<file path="config.mk">
export PLATFORM = sky130hd
export DESIGN_NAME = fifo_ctrl
export DESIGN_NICKNAME = d
export VERILOG_FILES = /design/src/rtl/fifo_pkg.sv /design/src/rtl/fifo_ptr.sv /design/src/rtl/fifo_ctrl.sv
export SDC_FILE = /design/constraint.sdc
export NUM_CORES = 1
export LEC_CHECK = 0
export BUFFER_PORTS_ARGS = -buffer_cell sky130_fd_sc_hd__buf_2
export CAP_MARGIN = 30
export CORE_MARGIN = 1
export CORE_UTILIZATION = 48
export CTS_CLUSTER_DIAMETER = 60
export DETAILED_ROUTE_END_ITERATION = 8
export GPL_TIMING_DRIVEN = 0
export PLACE_DENSITY_LB_ADDON = 0.08
export SLEW_MARGIN = 40
export SYNTH_ARGS = -nofsm -noshare
export SYNTH_HDL_FRONTEND = slang
export SYNTH_SLANG_ARGS = --single-unit
</file>
<file path="constraint.sdc">
create_clock -name clk -period 4.05 [get_ports clk]
set_clock_uncertainty 0.2 [all_clocks]
set_input_delay 1.215 -clock clk [delete_from_list [all_inputs] [get_ports clk]]
set_output_delay 1.215 -clock clk [all_outputs]
set_load 0.1 [all_outputs]
</file>
<file path="src/rtl/fifo_pkg.sv">
// Shared types and constants for the FIFO pointer/flag controller.
package fifo_pkg;

    localparam int ADDR_W_DEFAULT = 3;
    localparam int DATA_W         = 15;

    // Pointer with wrap bit in the MSB and memory address in the low bits.
    typedef logic [ADDR_W_DEFAULT:0] ptr_t;

    // Error-state machine: ERROR while any sticky error flag is held.
    typedef enum logic {
        NORMAL = 1'b0,
        ERROR  = 1'b1
    } err_state_t;

endpackage

</file>
<file path="src/rtl/fifo_ptr.sv">
// Wrap-bit pointer register: increments modulo 2*DEPTH, synchronous clear.
module fifo_ptr #(
    parameter int ADDR_W = 3
) (
    input  logic              clk,
    input  logic              rst_n,
    input  logic              inc,
    input  logic              clr,
    output logic [ADDR_W:0]   ptr
);

    logic [ADDR_W:0] ptr_reg;
    logic [ADDR_W:0] ptr_next;

    // Clear dominates; otherwise advance by one on an accepted access.
    always_comb begin
        ptr_next = ptr_reg;
        if (clr) begin
            ptr_next = '0;
        end else if (inc) begin
            ptr_next = ptr_reg + 1'b1;
        end
    end

    // Pointer state register.
    always_ff @(posedge clk or negedge rst_n) begin
        if (!rst_n) begin
            ptr_reg <= '0;
        end else begin
            ptr_reg <= ptr_next;
        end
    end

    assign ptr = ptr_reg;

endmodule

</file>
<file path="src/rtl/fifo_ctrl.sv">
// Pointer/flag controller turning a dual-address memory into a synchronous FIFO.
// Data never passes through here; only addresses, enables and status.
module fifo_ctrl
    import fifo_pkg::*;
#(
    parameter int ADDR_W   = ADDR_W_DEFAULT,
    parameter int AF_LEVEL = 6,
    parameter int AE_LEVEL = 2
) (
    input  logic              clk,
    input  logic              rst_n,
    input  logic              push,
    input  logic              pop,
    input  logic              flush,
    input  logic              clrErr,
    output logic              memWen,
    output logic              memRen,
    output logic [ADDR_W-1:0] memWrAddr,
    output logic [ADDR_W-1:0] memRdAddr,
    output logic              rdValid,
    output logic              full,
    output logic              empty,
    output logic              almostFull,
    output logic              almostEmpty,
    output logic [ADDR_W:0]   count,
    output logic              overflow,
    output logic              underflow
);

    localparam logic [ADDR_W:0] AF_CNT = AF_LEVEL[ADDR_W:0];
    localparam logic [ADDR_W:0] AE_CNT = AE_LEVEL[ADDR_W:0];

    logic [ADDR_W:0] wr_ptr;
    logic [ADDR_W:0] rd_ptr;
    logic            push_ok;
    logic            pop_ok;
    logic            wr_inc;
    logic            rd_inc;
    logic            ovf_set;
    logic            udf_set;
    logic            ovf_reg;
    logic            udf_reg;
    logic            rd_valid_reg;
    err_state_t      state_reg;
    err_state_t      state_next;

    fifo_ptr #(.ADDR_W(ADDR_W)) u_wr_ptr (
        .clk   (clk),
        .rst_n (rst_n),
        .inc   (wr_inc),
        .clr   (flush),
        .ptr   (wr_ptr)
    );

    fifo_ptr #(.ADDR_W(ADDR_W)) u_rd_ptr (
        .clk   (clk),
        .rst_n (rst_n),
        .inc   (rd_inc),
        .clr   (flush),
        .ptr   (rd_ptr)
    );

    // Status derived purely from registered pointers.
    assign empty       = (wr_ptr == rd_ptr);
    assign full        = (wr_ptr[ADDR_W-1:0] == rd_ptr[ADDR_W-1:0]) &&
                         (wr_ptr[ADDR_W] != rd_ptr[ADDR_W]);
    assign count       = wr_ptr - rd_ptr;
    assign almostFull  = (count >= AF_CNT);
    assign almostEmpty = (count <= AE_CNT);

    // Acceptance uses registered flags only: no fall-through, no pop-makes-room.
    assign push_ok = push & ~full;
    assign pop_ok  = pop & ~empty;
    assign wr_inc  = push_ok & ~flush;
    assign rd_inc  = pop_ok & ~flush;

    assign memWen    = wr_inc;
    assign memRen    = rd_inc;
    assign memWrAddr = wr_ptr[ADDR_W-1:0];
    assign memRdAddr = rd_ptr[ADDR_W-1:0];

    // Rejected requests raise errors; flush overrides everything.
    assign ovf_set = push & full & ~flush;
    assign udf_set = pop & empty & ~flush;

    // Memory output is valid one cycle after an accepted pop.
    always_ff @(posedge clk or negedge rst_n) begin
        if (!rst_n) begin
            rd_valid_reg <= 1'b0;
        end else begin
            rd_valid_reg <= rd_inc;
        end
    end

    assign rdValid = rd_valid_reg;

    // Per-flag sticky bits; a set in the same cycle beats clrErr.
    always_ff @(posedge clk or negedge rst_n) begin
        if (!rst_n) begin
            ovf_reg <= 1'b0;
            udf_reg <= 1'b0;
        end else if (flush) begin
            ovf_reg <= 1'b0;
            udf_reg <= 1'b0;
        end else begin
            ovf_reg <= ovf_set | (ovf_reg & ~clrErr);
            udf_reg <= udf_set | (udf_reg & ~clrErr);
        end
    end

    // Error FSM state register.
    always_ff @(posedge clk or negedge rst_n) begin
        if (!rst_n) begin
            state_reg <= NORMAL;
        end else begin
            state_reg <= state_next;
        end
    end

    // Error FSM next-state: enter on any set, leave on a clean clear.
    always_comb begin
        state_next = state_reg;
        case (state_reg)
            NORMAL: if (ovf_set | udf_set) state_next = ERROR;
            ERROR:  if ((clrErr | flush) & ~(ovf_set | udf_set)) state_next = NORMAL;
            default: state_next = NORMAL;
        endcase
    end

    // Error FSM outputs: flags visible only while in ERROR.
    always_comb begin
        overflow  = (state_reg == ERROR) & ovf_reg;
        underflow = (state_reg == ERROR) & udf_reg;
    end

endmodule

</file>
## Word level (Yosys, flattened, before mapping)

Index checks and enable logic that the tools add are counted.

| operators by class | value |
|---|---|
| equality and inequality tests | 3 |
| add/subtract/negate cells | 3 |
| bitwise operators | 23 |
| mux-type cells | 9 |
| $lt $le $gt $ge | 2 |
| reduce and logical (&&, ||, !) cells | 3 |

Operators by type and width:

| kind | count |
|---|---|
| 4-bit two-way mux | 4 |
| 1-bit bitwise AND | 13 |
| 4-bit by 1-bit adder with 4-bit output, second input constant | 2 |
| 1-bit inverter | 6 |
| 4-bit == test | 1 |
| 4-bit by 3-bit >= comparator with 1-bit output, second input constant | 1 |
| 4-bit by 2-bit less-or-equal comparator with 1-bit output, second input constant | 1 |
| 1-bit two-way mux | 4 |
| 1-bit OR | 4 |
| 2-bit nonzero test | 2 |
| 4-bit subtractor | 1 |
| 3-bit == test | 1 |
| 1-bit one-hot mux with 2 select lines | 1 |
| 1-bit logical AND | 1 |
| 1-bit inequality test | 1 |

| word-level totals | value |
|---|---|
| output and inout port bits | 19 |
| bits of input ports | 6 |
| register bits after elaboration | 12 |

## Longest topological paths before layout

Gate-level depths: netlist of the first run.

| logic depth | value |
|---|---|
| depth after elaboration | 9 |
| depth in mapped cells | 6 |

## Modules after synthesis

From an unflattened synthesis of the first run, not the netlist that was laid out.

| second synthesis, totals | value |
|---|---|
| cell total of the unflattened synthesis | 74 |
| area, all modules | 730.7 µm² |

By module, submodules not included:

| module | area an instance (µm²) | sequential area each (µm²) | cells each | instances |
|---|---|---|---|---|
| fifo_ptr | 192.7 | 100.1 | 16 | 2 |
| fifo_ctrl | 345.3 | 100.1 | 42 | 1 |

## Worst setup path after synthesis of the first run

OpenSTA, ideal clock, no wires.

| timing path | value |
|---|---|
| path kind | flip-flop to output port |
| start | reg u_wr_ptr.ptr_reg[0] (netlist: u_wr_ptr.ptr[0]) |
| end | out almostFull |
| data arrival time | 3846 ps |
| slack | -1211 ps |
| path buffers | 0 |
| required time | 2635 ps |
| cell stages (with the launch flop) | 7 |
| path through | dfrtp_1 -> inv_1 -> ha_1 -> fa_1 -> xnor2_1 -> nand2_1 -> o21ai_0 |

| between the ends | value |
|---|---|
| longest elaborated chain between the ends | 2 |

Ends and longest elaborated chain:

| what | RTL line | RTL |
|---|---|---|
| from (decl) | fifo_ptr.sv:12 | `logic [ADDR_W:0] ptr_reg;` |
| from (signal assigned) | fifo_ptr.sv:30 | `ptr_reg <= ptr_next;` |
| 4-bit subtractor | fifo_ctrl.sv:67 | `assign count = wr_ptr - rd_ptr;` |
| named net count[2] | fifo_ctrl.sv:25 | `output logic [ADDR_W:0] count,` |
| 4-bit by 3-bit >= comparator with 1-bit output | fifo_ctrl.sv:68 | `assign almostFull = (count >= AF_CNT);` |
| to (decl) | fifo_ctrl.sv:23 | `output logic almostFull,` |

The timed path passes the listed nets, and every way through them passes these cells.

## Worst setup path in the final report of the first run

| timing path | value |
|---|---|
| start | in flush |
| end | out memRen |

| between the ends | value |
|---|---|
| longest elaborated chain between the ends | 2 |

Ends and longest elaborated chain:

| what | RTL line | RTL |
|---|---|---|
| from (decl) | fifo_ctrl.sv:14 | `input logic flush,` |
| 1-bit inverter | fifo_ctrl.sv:75 | `assign rd_inc = pop_ok & ~flush;` |
| 1-bit bitwise AND | fifo_ctrl.sv:75 |  |
| to (decl) | fifo_ctrl.sv:17 | `output logic memRen,` |

No other way between the ends.

==> results of run 1 <==
## routing by layer
metal  vias up  share of wire
li1        364              -
met1       349           0.48
met2        25           0.44
met3         7          0.042
met4         0          0.036
met5         -              0
## cell usage in the layout, fill, tap and decap left out, types with 3 or more instances in the layout
cell type,netlist,layout
a21oi_1,8,8
nor2_1,11,11
and2_1,4,4
clkbuf_4,0,3
nand2b_1,3,3
inv_1,7,7
nor2b_1,4,4
dfrtp_1,12,12
buf_4,6,6
nand3_1,3,3
ha_1,5,5
buf_2,2,25
## cells by family (layout without fill, tap and decap cells)
kind of cell	count (synthesis)	count (layout)	share of synthesized area
xor+xnor	3	3	0.0391
fa+ha+maj	6	6	0.0955
flops	12	12	0.347
compound gates	18	18	0.142
mux	6	6	0.0868
simple gates	32	32	0.191
buf+inv	16	43	0.0984
## path summary, 6_finish.rpt
check                                     start               to  slack, ns  depth (start not counted)
min in group asynchronous                 rst_n  u_wr_ptr.ptr[1]       0.60                          1
worst min-delay path                    ovf_reg          ovf_reg       0.34                          2
worst min register to register          ovf_reg          ovf_reg       0.34                          2
max in group asynchronous                 rst_n          udf_reg       2.83                          1
worst max-delay path                      flush           memRen       0.23                          5
worst max register to register  u_rd_ptr.ptr[1]  u_rd_ptr.ptr[0]       1.91                          6
## power by group through the flow
stage          registers [W]  logic, W  clock network [W]
2_1_floorplan       0.000148  0.000343                  0
3_3_place_gp        0.000141  0.000399                  0
3_5_place_dp        0.000142  0.000404                  0
4_1_cts             0.000140  0.000405           0.000101
5_1_grt             0.000141  0.000423           0.000102
6_report            0.000140  0.000404          0.0000991
## area by class of cell
type / instances / area (µm²) / share of cell area
Multi-Input combinational cell: 65 / 490 / 0.464
Sequential cell: 12 / 300 / 0.284
Tap cell: 24 / 30.0 / 0.0284
Clock buffer: 4 / 36.3 / 0.0343
Buffer: 9 / 58.8 / 0.0556
Timing Repair Buffer: 23 / 115 / 0.109
Inverter: 7 / 26.3 / 0.0249
## worst reg2reg max path, cell delays in order (launching register included)
cell      delay [ns]
dfrtp_1         0.46
inv_1           0.10
ha_1            0.31
and3_1          0.18
buf_2           0.16
a21boi_1        0.25
mux2_2          0.37
## per-stage QoR
step / cell area [µm²] / cells / power (W) / hold slack [ns] / util
floorplan: 876 / 93 / 0.000490 / 0.309 / -
global route: 1060 / 144 / 0.000666 / 0.378 / 0.663
global placement: 1020 / 140 / 0.000540 / 0.323 / 0.641
finish: 1060 / 144 / 0.000643 / 0.338 / 0.663
CTS: 1060 / 144 / 0.000646 / 0.343 / 0.663
detailed placement: 1020 / 140 / 0.000547 / 0.330 / 0.641
==> flow_summary.html, run 1 <==
<table>
<tr><th>Metric</th><th>Value</th></tr>
<tr><th colspan="2">Drt</th></tr>
<tr><td>First-pass iteration count of the detailed router</td><td>3</td></tr>
<tr><td>Drt first-iter violations</td><td>6</td></tr>
<tr><td>Post-detailed-route via-to-cell ratio</td><td>5.17</td></tr>
<tr><td>Final routed wirelength across all metal layers</td><td>1.75 mm</td></tr>
<tr><td>Total via count after detailed routing</td><td>745</td></tr>
<tr><td>Number of design rule violations left after detail routing</td><td>0</td></tr>
<tr><td>Routed len/inst</td><td>12.2 µm</td></tr>
<tr><td>DRT antenna net count</td><td>0</td></tr>
<tr><th colspan="2">Global route</th></tr>
<tr><td>Met3 track demand over resource in global routing</td><td>0.0245</td></tr>
<tr><td>Global-route track usage on met2</td><td>0.306</td></tr>
<tr><td>Pin count of the biggest net entering global routing</td><td>13</td></tr>
<tr><td>Global Route Usage Sum</td><td>0.201</td></tr>
<tr><td>Remaining global-route overflow</td><td>0</td></tr>
<tr><td>Global-route layer with the greatest usage</td><td>met2</td></tr>
<tr><td>Initial antenna violation count</td><td>0</td></tr>
<tr><td>First-pass GRT wire length</td><td>2.83 mm</td></tr>
<tr><td>GR Layer Usage met1</td><td>0.269</td></tr>
<tr><td>Via count of the first global-routing pass</td><td>664</td></tr>
<tr><th colspan="2">Placement</th></tr>
<tr><td>Detailed placer's ending HPWL</td><td>1.37 mm</td></tr>
<tr><td>Placer Congestion</td><td>0.807</td></tr>
<tr><td>Worst-case setup slack after placement</td><td>0.234 ns</td></tr>
<tr><td>PortBufs</td><td>23</td></tr>
<tr><th colspan="2">Layout</th></tr>
<tr><td>Total number of nets in the final design</td><td>133</td></tr>
<tr><td>Antenna Cells</td><td>0</td></tr>
<tr><td>Share of final-layout standard cells stronger than drive strength 1</td><td>0.367</td></tr>
<tr><td>Area Growth Syn to Fin</td><td>22.3%</td></tr>
<tr><td>Fillers</td><td>131</td></tr>
<tr><th colspan="2">Pwr</th></tr>
<tr><td>Proportion of power drawn by the clock network</td><td>0.154</td></tr>
<tr><td>Part of the power in combinational logic</td><td>0.629</td></tr>
<tr><td>Share of power burned in registers</td><td>0.217</td></tr>
<tr><td>Power density normalized to cell area</td><td>608 nW/µm²</td></tr>
<tr><td>Internal power</td><td>0.000257 W</td></tr>
<tr><td>Psw</td><td>0.000386 W</td></tr>
<tr><td>Sw Share</td><td>0.601</td></tr>
<tr><td>IR Drop Worst-Case VDD</td><td>0.449 mV</td></tr>
<tr><td>Static power due to leakage</td><td>0.575 nW</td></tr>
<tr><th colspan="2">Die</th></tr>
<tr><td>Chip Width</td><td>44.4 µm</td></tr>
<tr><td>Number of core rows</td><td>14</td></tr>
<tr><td>Floorplan core area</td><td>1590 µm²</td></tr>
<tr><td>Die outline area</td><td>1970 µm²</td></tr>
<tr><td>I/O pin total</td><td>25</td></tr>
<tr><td>Chip Height</td><td>44.4 µm</td></tr>
<tr><td>Initial Utilization</td><td>0.542</td></tr>
<tr><th colspan="2">Clock tree</th></tr>
<tr><td>TritonCTS Buffers</td><td>3</td></tr>
<tr><td>Maximum root-to-sink buffer count</td><td>2</td></tr>
<tr><td>CTS tree</td><td>built</td></tr>
<tr><td>Total number of H-tree levels</td><td>1</td></tr>
<tr><td>Master cell of the clock root buffer</td><td>clkbuf_4</td></tr>
<tr><td>Clock-pin transition on the worst setup and hold timing paths</td><td>0.08 ns</td></tr>
<tr><td>TritonCTS Sinks</td><td>12</td></tr>
<tr><td>Postcts setup bufs</td><td>0</td></tr>
<tr><td>CTS hold repair buffers</td><td>0</td></tr>
<tr><td>Number of instances resized during post-cts repair</td><td>0</td></tr>
<tr><td>Latest clock arrival within the worst-skew pair</td><td>0.28 ns</td></tr>
<tr><th colspan="2">Synth</th></tr>
<tr><td>Top cells by instance count after synthesis</td><td>dfrtp_1, nor2_1, a21oi_1</td></tr>
<tr><td>Area share of the largest cell type after synthesis</td><td>0.347</td></tr>
<tr><td>Area contributors post-synth</td><td>dfrtp_1, ha_1, buf_4</td></tr>
<tr><td>Post-synthesis cell area</td><td>865 µm²</td></tr>
<tr><td>Gate count of the mapped netlist</td><td>93</td></tr>
<tr><td>Fraction of registers with async set/reset</td><td>1.00</td></tr>
<tr><td>Most used flip-flop cell after synthesis</td><td>dfrtp_1</td></tr>
<tr><td>Post-synth EDFFs</td><td>0</td></tr>
<tr><td>Syn avg cell area</td><td>9.30 µm²</td></tr>
<tr><td>Most used standard cell by instance count after synthesis</td><td>dfrtp_1</td></tr>
<tr><td>Number of nets in the synthesized netlist</td><td>105</td></tr>
<tr><td>Yosys warns</td><td>0</td></tr>
<tr><td>Flop and latch count out of synthesis</td><td>12</td></tr>
<tr><td>Unique masters post-synth</td><td>30</td></tr>
<tr><td>Sequential-to-total area share from yosys stat</td><td>0.347</td></tr>
<tr><td>Biggest area consumer among synthesized cells</td><td>dfrtp_1</td></tr>
<tr><th colspan="2">Critical path</th></tr>
<tr><td>Worst path cell trace</td><td>clkbuf_1 &gt; buf_2 &gt; inv_1 &gt; and2_1 &gt; buf_2</td></tr>
<tr><td>Slowest Stage Delay on Critical Path</td><td>0.30 ns</td></tr>
<tr><td>Most Frequent Cell on Critical Path</td><td>buf_2</td></tr>
<tr><td>Arrival time at the worst endpoint</td><td>2.40 ns</td></tr>
<tr><td>Cell with the largest stage delay on the worst path</td><td>clkbuf_1</td></tr>
<tr><td>Sort of element at the end of the critical path</td><td>primary output</td></tr>
<tr><td>CP required</td><td>2.63 ns</td></tr>
<tr><td>Type of the worst setup path</td><td>input pin to primary output</td></tr>
<tr><td>Nature of the critical path startpoint</td><td>input pin</td></tr>
<tr><td>Kind of cell adding the most delay to the critical path</td><td>buffers and inverters</td></tr>
<tr><td>Buf+Inv Stages, Crit Path</td><td>4</td></tr>
<tr><td>CP Max Fanout</td><td>10</td></tr>
<tr><th colspan="2">Timing</th></tr>
<tr><td>Unrepaired setup endpoints after global routing</td><td>false</td></tr>
<tr><td>Setup slack after layout</td><td>0.232 ns</td></tr>
<tr><td>Final setup TNS</td><td>0 ns</td></tr>
<tr><td>Highest clock frequency the design can meet</td><td>0.262 GHz</td></tr>
<tr><td>Max-slew headroom at the worst pin</td><td>0.678</td></tr>
<tr><td>Final period utilization</td><td>0.943</td></tr>
<tr><td>Number of endpoints with negative hold slack in the final report</td><td>0</td></tr>
<tr><td>Count of pins over their slew limit</td><td>0</td></tr>
<tr><td>Worst Max-Slew Pin Slew</td><td>0.486 ns</td></tr>
<tr><td>Post-layout minimum cycle time</td><td>3.82 ns</td></tr>
<tr><td>Final setup fails</td><td>0</td></tr>
<tr><th colspan="2">Status</th></tr>
<tr><td>Run status</td><td>complete, no violations</td></tr>
<tr><th colspan="2">Min path</th></tr>
<tr><td>Min-delay worst type</td><td>flip-flop to flip-flop</td></tr>
<tr><th colspan="2">Job</th></tr>
<tr><td>Max-cap viol count</td><td>0</td></tr>
</table>
(Power assumes the default switching activity.)
==> run 2: changes to the inputs <==
--- a/constraint.sdc
+++ b/constraint.sdc
@@ -3,3 +3,3 @@
 set_input_delay 1.215 -clock clk [delete_from_list [all_inputs] [get_ports clk]]
 set_output_delay 1.215 -clock clk [all_outputs]
-set_load 0.1 [all_outputs]
+set_load 0.05 [all_outputs]
==> run 2 against run 1 <==
  * Critical path depth unchanged
  * Worst setup slack better by 0.067 ns
  * Sequential power about the same
  * Highest routed layer unchanged
==> flow_summary.html, run 2 (synthesis gave the netlist of run 1 again) <==
<table>
<tr><th>Metric</th><th>Value</th></tr>
<tr><th colspan="2">Critical path</th></tr>
<tr><td>Cell with the largest stage delay on the worst path</td><td>clkbuf_1</td></tr>
<tr><td>Reg2Reg Capture Point</td><td>u_rd_ptr.ptr[0]</td></tr>
<tr><td>Nature of the critical path startpoint</td><td>input pin</td></tr>
<tr><td>Sort of element at the end of the critical path</td><td>primary output</td></tr>
<tr><td>Reg-to-reg critical path startpoint</td><td>u_rd_ptr.ptr[1]</td></tr>
<tr><td>Most Frequent Cell on Critical Path</td><td>buf_2</td></tr>
<tr><td>Type of the worst setup path</td><td>input pin to primary output</td></tr>
<tr><td>Worst path cell trace</td><td>clkbuf_1 &gt; buf_2 &gt; inv_1 &gt; and2_1 &gt; buf_2</td></tr>
<tr><td>Arrival time at the worst endpoint</td><td>2.34 ns (-0.06 ns)</td></tr>
<tr><td>Launch point of the critical path</td><td>flush</td></tr>
<tr><td>Slowest Stage Delay on Critical Path</td><td>0.32 ns (+0.02 ns)</td></tr>
<tr><td>CP Max Fanout</td><td>10 (unchanged)</td></tr>
<tr><td>Critical path endpoint</td><td>memRen</td></tr>
<tr><td>Worst R2R Setup Slack</td><td>1.93 ns (+0.02 ns)</td></tr>
<tr><td>CP required</td><td>2.63 ns (about the same)</td></tr>
<tr><td>Reg2Reg Depth</td><td>6 (unchanged)</td></tr>
<tr><th colspan="2">Pwr</th></tr>
<tr><td>Proportion of power drawn by the clock network</td><td>0.194 (+0.040)</td></tr>
<tr><td>Power density normalized to cell area</td><td>477 nW/µm² (-21%)</td></tr>
<tr><td>Psw</td><td>0.000246 W (-36%)</td></tr>
<tr><td>IR Drop Worst-Case VDD</td><td>0.266 mV (-41%)</td></tr>
<tr><td>Static power due to leakage</td><td>0.565 nW (-1.7%)</td></tr>
<tr><td>Total power</td><td>0.000499 W (-22%)</td></tr>
<tr><td>Part of the power in combinational logic</td><td>0.527 (-0.102)</td></tr>
<tr><td>Sw Share</td><td>0.494 (-0.107)</td></tr>
<tr><td>Share of power burned in registers</td><td>0.278 (+0.061)</td></tr>
<tr><td>Internal power</td><td>0.000253 W (-1.4%)</td></tr>
<tr><th colspan="2">Layout</th></tr>
<tr><td>Total number of nets in the final design</td><td>133 (unchanged)</td></tr>
<tr><td>Share of final-layout standard cells stronger than drive strength 1</td><td>0.350 (-0.0167)</td></tr>
<tr><td>Antenna Cells</td><td>0 (unchanged)</td></tr>
<tr><td>Leading cell type in the layout, fill and taps excluded</td><td>buf_2</td></tr>
<tr><td>Fillers</td><td>137 (+4.6%)</td></tr>
<tr><td>Multi-input combinational cell area</td><td>479 µm² (-2.3%)</td></tr>
<tr><td>Sequential cell area</td><td>300 µm² (unchanged)</td></tr>
<tr><td>Area Growth Syn to Fin</td><td>21.0%</td></tr>
<tr><td>Commonest non-fill, non-tap cells in the layout</td><td>buf_2, dfrtp_1, nor2_1, a21oi_1, inv_1</td></tr>
<tr><td>Final cell count without fillers</td><td>144 (unchanged)</td></tr>
<tr><th colspan="2">Clock tree</th></tr>
<tr><td>CTS tree</td><td>built</td></tr>
<tr><td>Clock-pin transition on the worst setup and hold timing paths</td><td>0.08 ns (about the same)</td></tr>
<tr><td>Total number of H-tree levels</td><td>1 (unchanged)</td></tr>
<tr><td>Latest clock arrival within the worst-skew pair</td><td>0.28 ns (about the same)</td></tr>
<tr><td>TritonCTS Buffers</td><td>3 (unchanged)</td></tr>
<tr><td>Maximum root-to-sink buffer count</td><td>2 (unchanged)</td></tr>
<tr><td>Master cell of the clock root buffer</td><td>clkbuf_4</td></tr>
<tr><td>CTS hold repair buffers</td><td>0 (unchanged)</td></tr>
<tr><td>Postcts setup bufs</td><td>0 (unchanged)</td></tr>
<tr><td>TritonCTS Sinks</td><td>12 (unchanged)</td></tr>
<tr><td>Number of instances resized during post-cts repair</td><td>0 (unchanged)</td></tr>
<tr><th colspan="2">Placement</th></tr>
<tr><td>Placer Congestion</td><td>0.810 (+0.35%)</td></tr>
<tr><td>Number of cells after detailed placement</td><td>140 (unchanged)</td></tr>
<tr><td>Worst-case setup slack after placement</td><td>0.313 ns (+0.0793 ns)</td></tr>
<tr><td>Detailed placer's ending HPWL</td><td>1.35 mm (-1.7%)</td></tr>
<tr><td>PortBufs</td><td>23 (unchanged)</td></tr>
<tr><th colspan="2">Timing</th></tr>
<tr><td>Final period utilization</td><td>0.926 (-0.0165)</td></tr>
<tr><td>Final setup fails</td><td>0 (unchanged)</td></tr>
<tr><td>Final setup TNS</td><td>0 ns (unchanged)</td></tr>
<tr><td>Highest clock frequency the design can meet</td><td>0.267 GHz (+1.8%)</td></tr>
<tr><td>Setup slack after layout</td><td>0.299 ns (+0.0669 ns)</td></tr>
<tr><td>Count of pins over their slew limit</td><td>0 (unchanged)</td></tr>
<tr><td>Post-layout minimum cycle time</td><td>3.75 ns (-0.0669 ns)</td></tr>
<tr><td>Worst Max-Slew Pin Slew</td><td>0.447 ns (-0.0392 ns)</td></tr>
<tr><td>Unrepaired setup endpoints after global routing</td><td>false</td></tr>
<tr><td>Max-slew headroom at the worst pin</td><td>0.702 (+0.0236)</td></tr>
<tr><td>Worst hold slack after final layout</td><td>0.356 ns (+0.0181 ns)</td></tr>
<tr><td>Number of endpoints with negative hold slack in the final report</td><td>0 (unchanged)</td></tr>
<tr><th colspan="2">Die</th></tr>
<tr><td>Chip Width</td><td>44.4 µm (unchanged)</td></tr>
<tr><td>Initial Utilization</td><td>0.542 (unchanged)</td></tr>
<tr><td>Die outline area</td><td>1970 µm² (unchanged)</td></tr>
<tr><td>Number of core rows</td><td>14 (unchanged)</td></tr>
<tr><td>I/O pin total</td><td>25 (unchanged)</td></tr>
<tr><td>Chip Height</td><td>44.4 µm (unchanged)</td></tr>
<tr><td>Floorplan core area</td><td>1590 µm² (unchanged)</td></tr>
<tr><th colspan="2">Drt</th></tr>
<tr><td>Drt first-iter violations</td><td>15 (+9)</td></tr>
<tr><td>Total via count after detailed routing</td><td>729 (-2.1%)</td></tr>
<tr><td>First-pass iteration count of the detailed router</td><td>4 (+1)</td></tr>
<tr><td>Post-detailed-route via-to-cell ratio</td><td>5.06 (-2.1%)</td></tr>
<tr><td>Number of design rule violations left after detail routing</td><td>0 (unchanged)</td></tr>
<tr><td>DRT antenna net count</td><td>0 (unchanged)</td></tr>
<tr><td>Routed len/inst</td><td>12.3 µm (+1.3%)</td></tr>
<tr><td>Final routed wirelength across all metal layers</td><td>1.77 mm (+1.3%)</td></tr>
<tr><th colspan="2">Global route</th></tr>
<tr><td>Initial antenna violation count</td><td>0 (unchanged)</td></tr>
<tr><td>Via count of the first global-routing pass</td><td>659 (-0.75%)</td></tr>
<tr><td>Pin count of the biggest net entering global routing</td><td>13 (unchanged)</td></tr>
<tr><td>Global Route Usage Sum</td><td>0.208 (+0.00633)</td></tr>
<tr><td>Remaining global-route overflow</td><td>0 (unchanged)</td></tr>
<tr><td>First-pass GRT wire length</td><td>2.97 mm (+4.9%)</td></tr>
<tr><th colspan="2">Job</th></tr>
<tr><td>Max-cap viol count</td><td>0 (unchanged)</td></tr>
<tr><th colspan="2">Min path</th></tr>
<tr><td>Min-delay worst type</td><td>flip-flop to flip-flop</td></tr>
<tr><th colspan="2">Status</th></tr>
<tr><td>Run status</td><td>complete, no violations</td></tr>
</table>
-- run 2: cell count changes in the layout (fill, tap and decap cells not counted) --
cell and change:
o21ai_0 +1, o21ai_2 -1, xnor2_1 +1, xnor2_2 -1
-- run 2: how the worst min path moves through the flow --
stage / slack, ns / to / start / cells past startpoint
after floorplan: 0.31 / ovf_reg / ovf_reg / 2
after global placement: 0.32 / udf_reg / udf_reg / 2
after detailed placement: 0.34 / ovf_reg / ovf_reg / 2
after CTS: 0.35 / udf_reg / udf_reg / 2
after global routing: 0.36 / udf_reg / udf_reg / 2
final: 0.36 / udf_reg / udf_reg / 2
-- run 2: stage by stage --
step | area, µm² | utilization
after detailed placement | 1010 | 0.633
after global placement | 1010 | 0.633
after floorplan | 865 | -
after CTS | 1050 | 0.656
final | 1050 | 0.656
after global routing | 1050 | 0.656
-- run 2: final cells by class --
type,instances,share of cell area
tap,24,0.0287
sequential,12,0.287
multi-input combinational,65,0.458
clock buffer,4,0.0347
inverter,7,0.0251
buffer,9,0.0562
timing repair buffer,23,0.110
-- run 2: power groups by stage --
stage          clock [W]  sequential (W)  combinational (W)
2_1_floorplan          0        0.000143           0.000208
3_3_place_gp           0        0.000141           0.000259
3_5_place_dp           0        0.000141           0.000264
4_1_cts        0.0000981        0.000139           0.000265
5_1_grt         0.000106        0.000141           0.000280
6_report       0.0000970        0.000139           0.000263
-- run 2: metal layers --
| layer | up-vias | share of wire | GRT usage |
|---|---|---|---|
| li1 | 367 | - | - |
| met1 | 334 | 0.50 | 0.286 |
| met2 | 23 | 0.44 | 0.306 |
| met3 | 5 | 0.043 | 0.0449 |
| met4 | 0 | 0.016 | 0.109 |
| met5 | - | 0 | 0 |
-- run 2: worst max-delay path: cells and delay by family --
| family | cells | cell delay [ns] |
|---|---|---|
| buffers and inverters | 4 | 0.96 |
| AND/OR/NAND/NOR | 1 | 0.16 |
